`src/rtl/piso_reader.sv`:
```
// piso_reader: parallel-in/serial-out word reader, one word per load handshake,
// one bit per serial handshake, complementary s1/s2 output pair.
module piso_reader #(
    parameter int WIDTH     = 8,
    parameter bit MSB_FIRST = 1'b1
) (
    input  logic             clk,
    input  logic             reset,
    input  logic             load_valid,
    output logic             load_ready,
    input  logic [WIDTH-1:0] din,
    output logic             bit_valid,
    input  logic             bit_ready,
    output logic             s1,
    output logic             s2,
    output logic             busy,
    output logic             done
);
    localparam int CW = $clog2(WIDTH);

    typedef enum logic [1:0] {IDLE = 2'd0, SHIFT = 2'd1, DONE = 2'd2} state_t;

    state_t           state_q, state_d;
    logic [WIDTH-1:0] shreg_q, shreg_d;
    logic [CW-1:0]    cnt_q, cnt_d;

    always_ff @(posedge clk or negedge reset) begin
        if (!reset) begin
            state_q <= IDLE;
            shreg_q <= '0;
            cnt_q   <= '0;
        end else begin
            state_q <= state_d;
            shreg_q <= shreg_d;
            cnt_q   <= cnt_d;
        end
    end

    always_comb begin
        state_d = state_q;
        shreg_d = shreg_q;
        cnt_d   = cnt_q;
        case (state_q)
            IDLE: begin
                if (load_valid) begin
                    state_d = SHIFT;
                    shreg_d = din;
                    cnt_d   = CW'(WIDTH - 1);
                end
            end
            SHIFT: begin
                if (bit_ready) begin
                    if (cnt_q == '0) begin
                        state_d = DONE;
                    end else begin
                        // move the next bit toward the output end, zero-filling behind it
                        shreg_d = MSB_FIRST ? shreg_q << 1 : shreg_q >> 1;
                        cnt_d   = cnt_q - 1'b1;
                    end
                end
            end
            DONE:    state_d = IDLE;
            default: state_d = IDLE;
        endcase
    end

    always_comb begin
        load_ready = state_q == IDLE;
        bit_valid  = state_q == SHIFT;
        busy       = state_q == SHIFT || state_q == DONE;
        done       = state_q == DONE;
        s1         = bit_valid && (MSB_FIRST ? shreg_q[WIDTH-1] : shreg_q[0]);
        s2         = ~s1;
    end
endmodule

```
`config.mk`:
```
export PLATFORM = sky130hd
export DESIGN_NAME = piso_reader
export DESIGN_NICKNAME = d
export VERILOG_FILES = /design/src/rtl/piso_reader.sv
export SDC_FILE = /design/constraint.sdc
export NUM_CORES = 1
export LEC_CHECK = 0
export BUFFER_PORTS_ARGS = -buffer_cell sky130_fd_sc_hd__buf_2
export CORE_MARGIN = 2
export CORE_UTILIZATION = 30
export CTS_CLUSTER_SIZE = 16
export DETAILED_ROUTE_END_ITERATION = 7
export PLACE_DENSITY_LB_ADDON = 0.3
export REMOVE_ABC_BUFFERS = 1
export SLEW_MARGIN = 30
export SYNTH_ARGS = -nofsm -noshare
export SYNTH_HDL_FRONTEND = slang
export SYNTH_SLANG_ARGS = --single-unit
```
`constraint.sdc`:
```
create_clock -name clk -period 2.1 [get_ports clk]
set_input_delay 0.21 -clock clk [delete_from_list [all_inputs] [get_ports clk]]
set_output_delay 0.21 -clock clk [all_outputs]
set_load 0.01 [all_outputs]
```
==> results_dict.tcl <==
set metrics [dict create \
    place.gp.congestion 0.7956 \
    worst_slack_ns 0.3091 \
    tightest_slew_ns 0.4018 \
    cts_tree "done" \
    htreeDepth 1 \
    wl_per_cell_um 12.13 \
    dieWidth_um 54.19 \
    setup_viol 0 \
    fin_crit_ns 1.791 \
    ys_types 22 \
    grt_pass1_wl_mm 2.490 \
    die_h_um 54.19 \
    synth_enable_flop_cells 0 \
    crit_fanout 12 \
    clock-sinks 13 \
    grt_pass1_vias 553 \
    hold_class "input pin to register" \
    nets 114 \
    crit_buf_inv 4 \
    cap_violations 0 \
    cp_cell_sequence "inv_1, ha_1, buf_4, nand2_1, inv_1, buf_2" \
    detail-route-antenna-nets 0 \
    root_buffer "clkbuf_4" \
    clk_pin_slew_ns 0.08 \
    min_path_cells 3 \
    cp_common_cell "inv_1" \
    port_buffers 17 \
    rrSetupSlack_ns 0.46 \
    drc 0 \
    status "finished clean" \
    die_area_um2 2937 \
    slew_headroom 0.7245 \
    grt_remaining_overflow 0 \
    syn-instance-count 77 \
    start_kind "register" \
    yosysTopAreaCell "dfrtp_1" \
    vias 640 \
    area.growth.synth_to_final_pct 17.88 \
    crit_arrival_ns 1.58 \
    r2r-end "shreg_q[6]$_DFFE_PN0P_" \
    rows 18 \
    yosysWarnings 0 \
    vdd.ir_drop.worst_mv 0.5551 \
    nFillCells 257 \
    crit_cells 6 \
    cp-endpoint "s1" \
    hold_ws_ns 0.1790 \
    clockBufferDepth 2 \
    crit_path_start "state_q[1]$_DFFE_PN0P_" \
    hold_viol 0 \
    antenna_found_initial 0 \
    dr.pass1.iters 4 \
    place_ws_ns 0.4631 \
    synth-main-ff-cell "dfrtp_1" \
    p_leak_nw 0.4202 \
    slowest_delay_ns 0.38 \
    rsz0062_at_grt "false" \
    grtUsageTotal 0.1213 \
    powerDensity_nw_per_um2 1326 \
    synth_area_leaders "dfrtp_1, o22ai_1, ha_1, a21oi_1, inv_1" \
    layout-drive-gt1-share 0.2500 \
    rr_startpoint "state_q[0]$_DFFE_PN0P_" \
    slew_violations 0 \
    yosysSeqAreaShare 0.4305 \
    dpl.hpwl_mm 1.170 \
    path_class "register to output port" \
    synth_most_common_cell "o22ai_1" \
    top_level_ports 18 \
    finalNonFillerCells 126 \
    wirelength_mm 1.528 \
    synth_top_area_frac 0.4305 \
    period_share 0.8528 \
    reg2regPathDepth 6 \
    fmax_ghz 0.5584 \
    fin_setup_tns_ns 0 \
    async_flop_share 1.000 \
    synthTopCellsByCount "o22ai_1, dfrtp_1, a21oi_1" \
    start_util 0.3107 \
    grt_max_degree 14 \
    place_inst 121 \
    cp.required_ns 1.89 \
    critical_path.top_delay_family "buffers and inverters" \
    cts_made_buffers 3 \
    ys_ff_latch 13 \
    cp-end-kind "output port" \
    cp_slowest_cell "dfrtp_1" \
    clk_latency_ns 0.27 \
    core_area_um2 2432 \
    antenna_cells 0 \
    vias_per_cell 5.079 \
    drt_iter0_markers 10 \
    postCtsSetupRepairBufs 0 \
    syn-mean-instance-area_um2 9.815 \
    skew_ns 0.001269 \
    synth_area_um2 755.7 \
]
==> stage by stage <==
stage | total power [mW] | utilization | cell area, µm²
floorplan | 0.8621 | - | 724.4
finish | 1.182 | 0.3663 | 890.9
global placement | 1.029 | 0.3513 | 854.6
CTS | 1.193 | 0.3663 | 890.9
global route | 1.292 | 0.3663 | 890.9
detailed placement | 1.036 | 0.3513 | 854.6
==> routing by layer <==
layer  GRT usage  vias to the layer above  wire, µm  share of wire
li1            -                      317         -              -
met1      0.1692                      303       750           0.49
met2      0.1747                       16       683           0.45
met3     0.03333                        4        76          0.050
met4     0.05000                        0        18          0.012
met5           0                        -         0              0
==> flip-flops by register name (all words and copies together), names as in the netlist <==
| signal | flops |
|---|---|
| state_q | 2 |
| cnt_q | 3 |
| shreg_q | 8 |
==> cell usage in the layout (no fill, tap or decap), types with 2 or more instances in the layout <==
cell type	synthesis	routed
inv_1	8	8
buf_2	1	17
nand2_1	5	5
a22oi_1	2	2
a21oi_1	9	9
ha_1	5	5
o21ai_0	3	3
clkbuf_4	0	3
o22ai_1	15	15
dfrtp_1	13	13
mux2i_1	2	2
nand2b_1	2	2
==> tightest hold or removal path: stages <==
cell and delay [ns]:
buf_2 0.09, inv_1 0.04, o22ai_1 0.07
==> how the worst min path moves through the flow <==
stage,from,endpoint,slack [ns]
finish,din[0],shreg_q[0]$_DFFE_PN0P_,0.18
detailed placement,reset,shreg_q[2]$_DFFE_PN0P_,0.11
global placement,reset,shreg_q[0]$_DFFE_PN0P_,0.11
floorplan,reset,cnt_q[0]$_DFFE_PN0P_,-0.09
global route,din[0],shreg_q[0]$_DFFE_PN0P_,0.20
CTS,din[0],shreg_q[0]$_DFFE_PN0P_,0.17
==> power by group <==
part | total [mW] | internal, mW | switching, mW | leakage (nW)
registers | 0.420 | 0.354 | 0.0650 | 0.145
logic | 0.607 | 0.272 | 0.335 | 0.260
clock network | 0.155 | 0.0736 | 0.0815 | 0.0150
total | 1.18 | 0.701 | 0.481 | 0.420
==> cell type report <==
cell class / instances / area (µm²) / share of cell area
inverter: 8 / 30.03 / 0.03371
multi-input combinational: 52 / 369.1 / 0.4143
sequential: 13 / 325.3 / 0.3652
tap: 30 / 37.54 / 0.04213
timing repair buffer: 19 / 102.6 / 0.1152
clock buffer: 4 / 26.28 / 0.02949
==> kinds of logic after synthesis <==
logic type / count (synthesis) / share of synthesized area
muxes: 3 / 0.04635
buffers and inverters: 12 / 0.08111
DFF: 13 / 0.4305
AOI/OAI and AO/OA: 32 / 0.2566
adders and majority gates: 5 / 0.08278
and+or+nand+nor: 12 / 0.1027
==> timing repair <==
item                                   in CTS  in global routing
hold buffers                                1                  0
endpoints found under the hold margin      13                  0
resized for setup                           0                  0
(Power assumes the default switching activity.)
